<file path="src/rtl/cache_bus_arbiter_pkg.sv">
// Shared types and defaults for the cache bus arbiter.
// Contents: arbiter FSM state enum, grant encoding, default address/data widths.
// No ports.
package arb_pkg;

  localparam int ADDR_W = 32;
  localparam int DATA_W = 32;

  typedef enum logic [1:0] {
    ARB_IDLE = 2'd0,
    ARB_REQ  = 2'd1,
    ARB_WAIT = 2'd2
  } arb_state_t;

  typedef enum logic {
    GNT_INST = 1'b0,
    GNT_DATA = 1'b1
  } gnt_t;

endpackage

</file>
<file path="src/rtl/cache_bus_arbiter_if.sv">
// Sram-like request/response bundle (req/wr/size/addr/wdata -> rdata/addr_ok/data_ok).
// Ports: none; modport master = requester side, modport slave = responder side.
// Parameters ADDR_W/DATA_W default to the package widths.
interface cache_bus_arbiter_if #(
  parameter int ADDR_W = arb_pkg::ADDR_W,
  parameter int DATA_W = arb_pkg::DATA_W
);

  logic              req;
  logic              wr;
  logic [1:0]        size;
  logic [ADDR_W-1:0] addr;
  logic [DATA_W-1:0] wdata;
  logic [DATA_W-1:0] rdata;
  logic              addr_ok;
  logic              data_ok;

  modport master (
    output req, wr, size, addr, wdata,
    input  rdata, addr_ok, data_ok
  );

  modport slave (
    input  req, wr, size, addr, wdata,
    output rdata, addr_ok, data_ok
  );

endinterface

</file>
<file path="src/rtl/cache_bus_arbiter_pick.sv">
// Combinational winner select between i-cache and d-cache requests.
// Ports: inst_req/data_req in, last_gnt in (only with ARB_ROUND_ROBIN_EN), gnt out.
// ARB_ROUND_ROBIN_EN defined: ties go to the side not granted last; undefined: data wins ties.
module arb_pick
  import arb_pkg::*;
(
  input  logic inst_req,
  input  logic data_req,
`ifdef ARB_ROUND_ROBIN_EN
  input  gnt_t last_gnt,
`endif
  output gnt_t gnt
);

  // gnt is only consumed when at least one request is present, so the
  // no-request value is arbitrary.
  always_comb begin
    gnt = GNT_DATA;
`ifdef ARB_ROUND_ROBIN_EN
    if (inst_req && data_req) begin
      if (last_gnt == GNT_DATA) gnt = GNT_INST;
      else                      gnt = GNT_DATA;
    end else if (inst_req) begin
      gnt = GNT_INST;
    end
`else
    if (inst_req && !data_req) gnt = GNT_INST;
`endif
  end

endmodule

</file>
<file path="src/rtl/cache_bus_arbiter.sv">
// Merges i-cache and d-cache sram-like ports onto one sram-like bus port, one transaction in flight.
// Ports: clk, rst (sync, active-high); cache_inst/cache_data (slave modports); mem (master modport).
// Optional macro ARB_ROUND_ROBIN_EN selects round-robin tie-break instead of data-first priority.
module cache_bus_arbiter (
  input  logic                 clk,
  input  logic                 rst,
  cache_bus_arbiter_if.slave   cache_inst,
  cache_bus_arbiter_if.slave   cache_data,
  cache_bus_arbiter_if.master  mem
);

  import arb_pkg::*;

  arb_state_t        state, state_nxt;
  gnt_t              gnt, gnt_nxt, pick;
  logic              latch;
  logic              inst_addr_ok, inst_data_ok;
  logic              data_addr_ok, data_data_ok;
  logic              req_out;

  logic              wr_q;
  logic [1:0]        size_q;
  logic [ADDR_W-1:0] addr_q;
  logic [DATA_W-1:0] wdata_q;

`ifdef ARB_ROUND_ROBIN_EN
  gnt_t last_gnt;

  always_ff @(posedge clk) begin
    if (rst)        last_gnt <= GNT_DATA;
    else if (latch) last_gnt <= pick;
  end
`endif

  arb_pick u_pick (
    .inst_req (cache_inst.req),
    .data_req (cache_data.req),
`ifdef ARB_ROUND_ROBIN_EN
    .last_gnt (last_gnt),
`endif
    .gnt      (pick)
  );

  always_ff @(posedge clk) begin
    if (rst) begin
      state   <= ARB_IDLE;
      gnt     <= GNT_DATA;
      wr_q    <= 1'b0;
      size_q  <= 2'd0;
      addr_q  <= '0;
      wdata_q <= '0;
    end else begin
      state <= state_nxt;
      gnt   <= gnt_nxt;
      // Fields are captured once at grant; the master's later changes are ignored.
      if (latch) begin
        if (pick == GNT_DATA) begin
          wr_q    <= cache_data.wr;
          size_q  <= cache_data.size;
          addr_q  <= cache_data.addr;
          wdata_q <= cache_data.wdata;
        end else begin
          wr_q    <= cache_inst.wr;
          size_q  <= cache_inst.size;
          addr_q  <= cache_inst.addr;
          wdata_q <= cache_inst.wdata;
        end
      end
    end
  end

  always_comb begin
    state_nxt    = state;
    gnt_nxt      = gnt;
    latch        = 1'b0;
    req_out      = 1'b0;
    inst_addr_ok = 1'b0;
    inst_data_ok = 1'b0;
    data_addr_ok = 1'b0;
    data_data_ok = 1'b0;
    case (state)
      ARB_IDLE: begin
        if (cache_inst.req || cache_data.req) begin
          latch     = 1'b1;
          gnt_nxt   = pick;
          state_nxt = ARB_REQ;
        end
      end
      ARB_REQ: begin
        req_out = 1'b1;
        if (mem.addr_ok) begin
          inst_addr_ok = (gnt == GNT_INST);
          data_addr_ok = (gnt == GNT_DATA);
          // A bridge may accept and finish in one cycle.
          if (mem.data_ok) begin
            inst_data_ok = (gnt == GNT_INST);
            data_data_ok = (gnt == GNT_DATA);
            state_nxt    = ARB_IDLE;
          end else begin
            state_nxt = ARB_WAIT;
          end
        end
      end
      ARB_WAIT: begin
        if (mem.data_ok) begin
          inst_data_ok = (gnt == GNT_INST);
          data_data_ok = (gnt == GNT_DATA);
          state_nxt    = ARB_IDLE;
        end
      end
      default: state_nxt = ARB_IDLE;
    endcase
  end

  assign mem.req   = req_out;
  assign mem.wr    = wr_q;
  assign mem.size  = size_q;
  assign mem.addr  = addr_q;
  assign mem.wdata = wdata_q;

  // Read data fans out unconditionally; data_ok alone qualifies it.
  assign cache_inst.rdata   = mem.rdata;
  assign cache_data.rdata   = mem.rdata;
  assign cache_inst.addr_ok = inst_addr_ok;
  assign cache_inst.data_ok = inst_data_ok;
  assign cache_data.addr_ok = data_addr_ok;
  assign cache_data.data_ok = data_data_ok;

endmodule

</file>
<file path="src/flat_wrapper.sv">
// flat-port wrapper written by rule: the top's interface ports become plain ports
module cache_bus_arbiter_flat import arb_pkg::*;
  (clk, rst, cache_inst_req, cache_inst_wr, cache_inst_size, cache_inst_addr, cache_inst_wdata, cache_inst_rdata, cache_inst_addr_ok, cache_inst_data_ok, cache_data_req, cache_data_wr, cache_data_size, cache_data_addr, cache_data_wdata, cache_data_rdata, cache_data_addr_ok, cache_data_data_ok, mem_req, mem_wr, mem_size, mem_addr, mem_wdata, mem_rdata, mem_addr_ok, mem_data_ok);
  cache_bus_arbiter_if cache_inst_i ();
  cache_bus_arbiter_if cache_data_i ();
  cache_bus_arbiter_if mem_i ();
  input  logic clk;
  input  logic rst;
  input wire logic [$bits(cache_inst_i.req)-1:0] cache_inst_req;
  input wire logic [$bits(cache_inst_i.wr)-1:0] cache_inst_wr;
  input wire logic [$bits(cache_inst_i.size)-1:0] cache_inst_size;
  input wire logic [$bits(cache_inst_i.addr)-1:0] cache_inst_addr;
  input wire logic [$bits(cache_inst_i.wdata)-1:0] cache_inst_wdata;
  output wire logic [$bits(cache_inst_i.rdata)-1:0] cache_inst_rdata;
  output wire logic [$bits(cache_inst_i.addr_ok)-1:0] cache_inst_addr_ok;
  output wire logic [$bits(cache_inst_i.data_ok)-1:0] cache_inst_data_ok;
  input wire logic [$bits(cache_data_i.req)-1:0] cache_data_req;
  input wire logic [$bits(cache_data_i.wr)-1:0] cache_data_wr;
  input wire logic [$bits(cache_data_i.size)-1:0] cache_data_size;
  input wire logic [$bits(cache_data_i.addr)-1:0] cache_data_addr;
  input wire logic [$bits(cache_data_i.wdata)-1:0] cache_data_wdata;
  output wire logic [$bits(cache_data_i.rdata)-1:0] cache_data_rdata;
  output wire logic [$bits(cache_data_i.addr_ok)-1:0] cache_data_addr_ok;
  output wire logic [$bits(cache_data_i.data_ok)-1:0] cache_data_data_ok;
  output wire logic [$bits(mem_i.req)-1:0] mem_req;
  output wire logic [$bits(mem_i.wr)-1:0] mem_wr;
  output wire logic [$bits(mem_i.size)-1:0] mem_size;
  output wire logic [$bits(mem_i.addr)-1:0] mem_addr;
  output wire logic [$bits(mem_i.wdata)-1:0] mem_wdata;
  input wire logic [$bits(mem_i.rdata)-1:0] mem_rdata;
  input wire logic [$bits(mem_i.addr_ok)-1:0] mem_addr_ok;
  input wire logic [$bits(mem_i.data_ok)-1:0] mem_data_ok;
  assign cache_inst_i.req = cache_inst_req;
  assign cache_inst_i.wr = cache_inst_wr;
  assign cache_inst_i.size = cache_inst_size;
  assign cache_inst_i.addr = cache_inst_addr;
  assign cache_inst_i.wdata = cache_inst_wdata;
  assign cache_inst_rdata = cache_inst_i.rdata;
  assign cache_inst_addr_ok = cache_inst_i.addr_ok;
  assign cache_inst_data_ok = cache_inst_i.data_ok;
  assign cache_data_i.req = cache_data_req;
  assign cache_data_i.wr = cache_data_wr;
  assign cache_data_i.size = cache_data_size;
  assign cache_data_i.addr = cache_data_addr;
  assign cache_data_i.wdata = cache_data_wdata;
  assign cache_data_rdata = cache_data_i.rdata;
  assign cache_data_addr_ok = cache_data_i.addr_ok;
  assign cache_data_data_ok = cache_data_i.data_ok;
  assign mem_req = mem_i.req;
  assign mem_wr = mem_i.wr;
  assign mem_size = mem_i.size;
  assign mem_addr = mem_i.addr;
  assign mem_wdata = mem_i.wdata;
  assign mem_i.rdata = mem_rdata;
  assign mem_i.addr_ok = mem_addr_ok;
  assign mem_i.data_ok = mem_data_ok;
  cache_bus_arbiter u_core (.clk(clk), .rst(rst), .cache_inst(cache_inst_i), .cache_data(cache_data_i), .mem(mem_i));
endmodule
</file>
<file path="config.mk">
export PLATFORM = sky130hd
export DESIGN_NAME = cache_bus_arbiter_flat
export DESIGN_NICKNAME = d
export VERILOG_FILES = /design/src/rtl/cache_bus_arbiter_pkg.sv /design/src/rtl/cache_bus_arbiter_if.sv /design/src/rtl/cache_bus_arbiter_pick.sv /design/src/rtl/cache_bus_arbiter.sv /design/src/flat_wrapper.sv
export SDC_FILE = /design/constraint.sdc
export NUM_CORES = 1
export LEC_CHECK = 0
export BUFFER_PORTS_ARGS = -buffer_cell sky130_fd_sc_hd__buf_2
export CORE_AREA = 2 2 118 120
export DETAILED_ROUTE_END_ITERATION = 8
export DIE_AREA = 0 0 120 122
export PLACE_DENSITY = 0.65
export SYNTH_ARGS = -nofsm -noshare
export SYNTH_HDL_FRONTEND = slang
export SYNTH_SLANG_ARGS = --single-unit
</file>
<file path="constraint.sdc">
create_clock -name clk -period 2.2 [get_ports clk]
set_input_delay 0.33 -clock clk [delete_from_list [all_inputs] [get_ports clk]]
set_output_delay 0.33 -clock clk [all_outputs]
set_load 0.005 [all_outputs]
</file>
# Word-level counts from Yosys, hierarchy flattened
# Index checks and enable logic that the tools add are counted.
# word_totals
register_bits	70
inputBits	172
elab_cells	41
# classes
n_eq_ne	5
n_mux	23
bitwise_logic	1
n_reduce_logical	6
# op_table
cell	n
32-bit two-way mux	2
1-bit two-way mux	13
2-bit two-way mux	5
2-bit one-hot mux with 3 select lines	1
2-bit != test, second input constant	2
1-bit one-hot mux with 2 select lines	2
3-bit AND reduction	1
2-bit by 1-bit == test with 1-bit output, second input constant	1
2-bit == test, second input constant	1
2-bit logical NOT	1
2-bit by 1-bit != test with 1-bit output, second input constant	1
2-bit AND reduction	1
1-bit logical AND	1
1-bit logical NOT	1
1-bit logical OR	1
1-bit NOT	1

# Logic depth before layout (Yosys ltp)
# logic_depth
depth_word	4
depth_mapped	7

# Modules after synthesis
# From an unflattened synthesis, not the netlist that was laid out.
# hier_totals
cells_unflattened	392
hier_area_um2	3918.8
# by_module_without_submodules
module	seq_area_each_um2	cells_per_inst	area_per_inst_um2	instances
cache_bus_arbiter	1401.3	391	3912.5	1
arb_pick	0.0	1	6.3	1

# Least setup slack after synthesis
# Ideal clock, no wire load.
# synth_path
path_kind	register to register
from	register u_core.state[0]
to	register u_core.state[1]
stages_incl_launch_ff	5
synth_period_minus_slack_ns	1.528
arrival_ns	1.404
setup_time_ns	0.123
slack_ns	0.672
required_time_ns	2.077
cell_sequence	dfxtp_1 -> inv_1 -> ha_1 -> a222oi_1 -> mux2_1
# synth_via
elab_chain_cells	3
word_cells_on_any_way	8
# synth_lines
item	line_no	source
from (decl)	cache_bus_arbiter.sv:14	arb_state_t state, state_nxt;
from (signal assigned)	cache_bus_arbiter.sv:53	state <= state_nxt;
2-bit == test, or another cell as far along	cache_bus_arbiter.sv:81	case (state)
2-bit != test (no line) / 2-bit by 1-bit != test with 1-bit output (equally long branches)	--	
3-bit AND reduction (no line)	--	
# Parallel ways exist; a longest one is shown, timed or not.
# A chain may end at the register's enable or synchronous reset.

# Worst setup path after layout
# layout_path
from	register u_core.state[0]
to	output cache_inst_data_ok
# layout_via
elab_chain_cells	2
word_cells_on_any_way	3
# layout_lines
item	line_no	source
2-bit == test / 2-bit by 1-bit == test with 1-bit output (equally long branches)	cache_bus_arbiter.sv:81	
1-bit one-hot mux with 2 select lines *	cache_bus_arbiter.sv:81	
to (decl)	flat_wrapper.sv:16	output wire logic [$bits(cache_inst_i.data_ok)-1:0] cache_inst_data_ok;
# Mark *: on every way between the ends. The rest lies on a longest branch, timed or not.

==> results list <==
* Overflow left after global routing: 0
- Walking the worst path, the cells encountered are inv_1, ha_1, nand2_1, nor3_1, buf_2.
- Number of rows in the core area: between 40 and 50
- Count of final setup violators: 0
- Counting every sink on the clock net gives 70.
* IR drop worst, VDD: 0.327 mV
* Mapped Nets: between 600 and 700
- For the worst setup path, the data arrival time is 1.46 ns.
- Port Buf Inserts: 211
- TritonCTS buffer count: 9
- Average cell area after synthesis: 7.49 sq um
- The via count of the first global-routing pass is 3081.
- Aggregate routed wire length: 10.0 mm
- Wirelength per Cell: around 13 um
* Maximum clock insertion buffer count: 2
- TritonCTS clock tree: done
- The Yosys step of the flow raised 0 warnings.
* Synth area leader: dfxtp_1
* Area of the core region: 13500 sq um
- Hold crit path type: primary input to flip-flop
- The initial utilization of the core area, before any placement, comes to 26.0%.
* Crit Reg-Reg Endpoint: u_core.state[1]
- The routed layout has 3556 vias.
- The path with the worst hold slack has its endpoint at u_core.mem.wdata[1].
- In this run the clock root is driven by a clkbuf_16.
* Async S/R FF share, synth: 0%
- The run finished with clean final reports.
- Reported leakage power: approximately 2.3 nW
- Before antenna repair, the detailed router went through 6 iterations.
* Unrepaired setup endpoints after global routing: false
- Once detail routing completed, the nets flagged for antenna violations numbered 0.
- Commonest cells in the netlist: 139 x nand2_1, 70 x dfxtp_1, 67 x a31oi_1, 65 x buf_4, 62 x o21ai_0
- Number of antenna violations at the first check in global routing: 0
* Worst Clk Skew: 0.00757 ns
* Classification of the worst setup path: flip-flop to output port
- The number of hold buffers added after CTS was 0.
- Number of setup buffers added after CTS: 0
* Overall die width: 120 um
- 0 antenna diodes ended up in the layout.
- After the first detailed-routing iteration, the DRC count stood at 140.
- Cells taking the most area after synthesis: dfxtp_1 40%, nand2_1 15%, buf_4 14%
* Data required, critical path: 1.87 ns
- Among all flip-flop cells after synthesis, the most frequent one is dfxtp_1.
- Fin crit share: about four fifths
* Flops & latches, synth: 70
* Fraction of synthesized cell area taken by the top area cell type: 39.9%
- The worst setup path is captured at an output port.
* Period minus WS final: 1.79 ns
- Detailed placement finished with a half-perimeter wire length of 7.38 mm.
- Synthesis-to-layout area growth: 30.3%
- The worst register-to-register path has a setup slack of 0.54 ns.
- The final layout contains slightly below 800 nets.
* Sequential share of the synthesized area: between 30% and 40%
- The H-tree generated during clock tree synthesis spans 3 levels.
- The number of different library cells used by synthesis comes to 25.
- Counting the fill cells in the layout gives around 1400.
- Crit path largest cell delay: 0.38 ns
- 308 I/O pins were placed.
- First-pass GRT wire length: roughly 15 mm
* Post-layout worst setup margin: 0.407 ns
* Post_cts resized: 0
* Worst Setup Start Kind: flip-flop
- Among all stages on the critical path, the largest delay is contributed by dfxtp_1.
* R2R depth: 4
- The worst hold path begins at cache_data_wdata[1].
* Cells after synthesis: 469
* Vias per std cell: 4.54
- Hold Violations, Final: 0
- GR Util All Layers: a little over an eighth
- Most frequently used cell type in the post-synthesis netlist: nand2_1
* Largest net degree at the start of global routing: 69
- Power spread over the standard cell area amounts to between 900 and 1000 nW/um^2.
- Largest fanout of any net on the critical path: 4
- Maximum capacitance violations: 0
- Clock latency of the later-clocked register in the worst-skew pair: 0.33 ns
- In this run the critical register-to-register path is launched from u_core.state[0].
* Cell area after synthesis: 3510 sq um
- After clock tree synthesis, the clock-pin slew on the worst setup and hold paths is 0.06 ns.
* Worst slack, placed: 0.537 ns
* Worst hold path stage count: 3
- Final max-slew violation count: 0
- At the pin with the least slew margin, the transition time is 0.468 ns.
- Global placer's final weighted congestion: 0.735
- The floorplan step set the die height to between 100 and 150 um.
- The die covers 14600 sq um.
- In this run, synthesis inferred 0 flip-flops with an integrated enable.
- In this run the worst setup path begins at u_core.state[0].
* Fraction of layout instances using a drive strength above 1: 39.6%
* Aggregate negative setup slack: 0 ns
- In the routed design, unresolved DRC markers number 0.
- For this run, the top clock speed supported by timing is 0.558 GHz.
- The worst pin sits at a relative slew slack of 68.8%.
kinds of logic (layout without fill, tap and decap cells):
kind of cell	count (synthesis)	after routing	share of synthesized area, %
and+or+nand+nor	148	148	16.4
adders and majority gates	5	5	1.78
muxes	2	2	0.606
buffers and inverters	105	240	18.8
DFF	70	70	39.9
AOI/OAI and AO/OA	139	139	22.6
flip-flops by register name, indices dropped and copies added, names as in the netlist:
name and cells:
u_core.mem.addr 32, u_core.mem.wdata 32, u_core.mem.size 2, u_core.state 2, u_core.gnt 1, u_core.mem.wr 1
layer usage:
metal | up-vias | part of all wire (%) | GRT usage, %
met5 | - | 0 | 0
met4 | 0 | 4.1 | 8.53
met3 | 41 | 9.9 | 4.68
met2 | 179 | 45 | 21.4
met1 | 1548 | 41 | 14.6
li1 | 1788 | - | -
power by group:
group	switching (mW)	total, mW	internal (mW)
clock	0.530	1.55	1.02
sequential	0.133	1.70	1.56
combinational	0.655	1.21	0.552
worst max-delay path, delay by kind of cell, from the launching register on:
| kind | cells | cell delay (ns) |
|---|---|---|
| fa+ha+maj | 1 | 0.29 |
| buf+inv | 2 | 0.24 |
| flops | 1 | 0.38 |
| simple gates | 2 | 0.22 |
how the worst max path moves through the flow:
stage,endpoint,cells past startpoint,slack [ns]
floorplan,u_core.state[1],4,0.67
global placement,u_core.state[1],4,0.59
detailed placement,u_core.state[1],4,0.54
CTS,cache_data_data_ok,5,0.38
global route,cache_inst_data_ok,5,0.31
finish,cache_inst_data_ok,5,0.41
layout by cell type (no fill, tap or decap), drive strengths merged:
| cell | n |
|---|---|
| buf | 219 |
| nand2 | 139 |
| dfxtp | 70 |
| a31oi | 67 |
| o21ai | 67 |
| clkbuf | 12 |
| ha | 5 |
| inv | 5 |
| nor2 | 3 |
| a21oi | 2 |
| nor3b | 2 |
| bufinv | 2 |
| clkinv | 2 |
| nor3 | 1 |
| and3 | 1 |
| o21a | 1 |
| and2b | 1 |
| nand2b | 1 |
| a222oi | 1 |
| mux2 | 1 |
| a221o | 1 |
| mux2i | 1 |
layout make-up:
cell class	count	area, sq um	share of cell area [%]
Inverter	5	18.8	0.410
Sequential cell	70	1400	30.6
Timing Repair Buffer	219	1150	25.2
Clock buffer	12	246	5.39
Multi-Input combinational cell	294	1460	31.9
Clock inverter	4	70.1	1.53
Tap cell	180	225	4.92
stage by stage:
stage | total power, mW | cell area (sq um) | hold WS, ns | instances | utilization, %
2_1_floorplan | 2.45 | 3510 | 0.435 | 469 | -
3_3_place_gp | 2.94 | 4260 | 0.500 | 768 | 31.5
3_5_place_dp | 2.94 | 4260 | 0.501 | 768 | 31.5
4_1_cts | 4.53 | 4580 | 0.228 | 784 | 33.9
5_1_grt | 4.75 | 4580 | 0.244 | 784 | 33.9
6_report | 4.45 | 4580 | 0.247 | 784 | 33.9
Power figures use the tool's default switching activity.
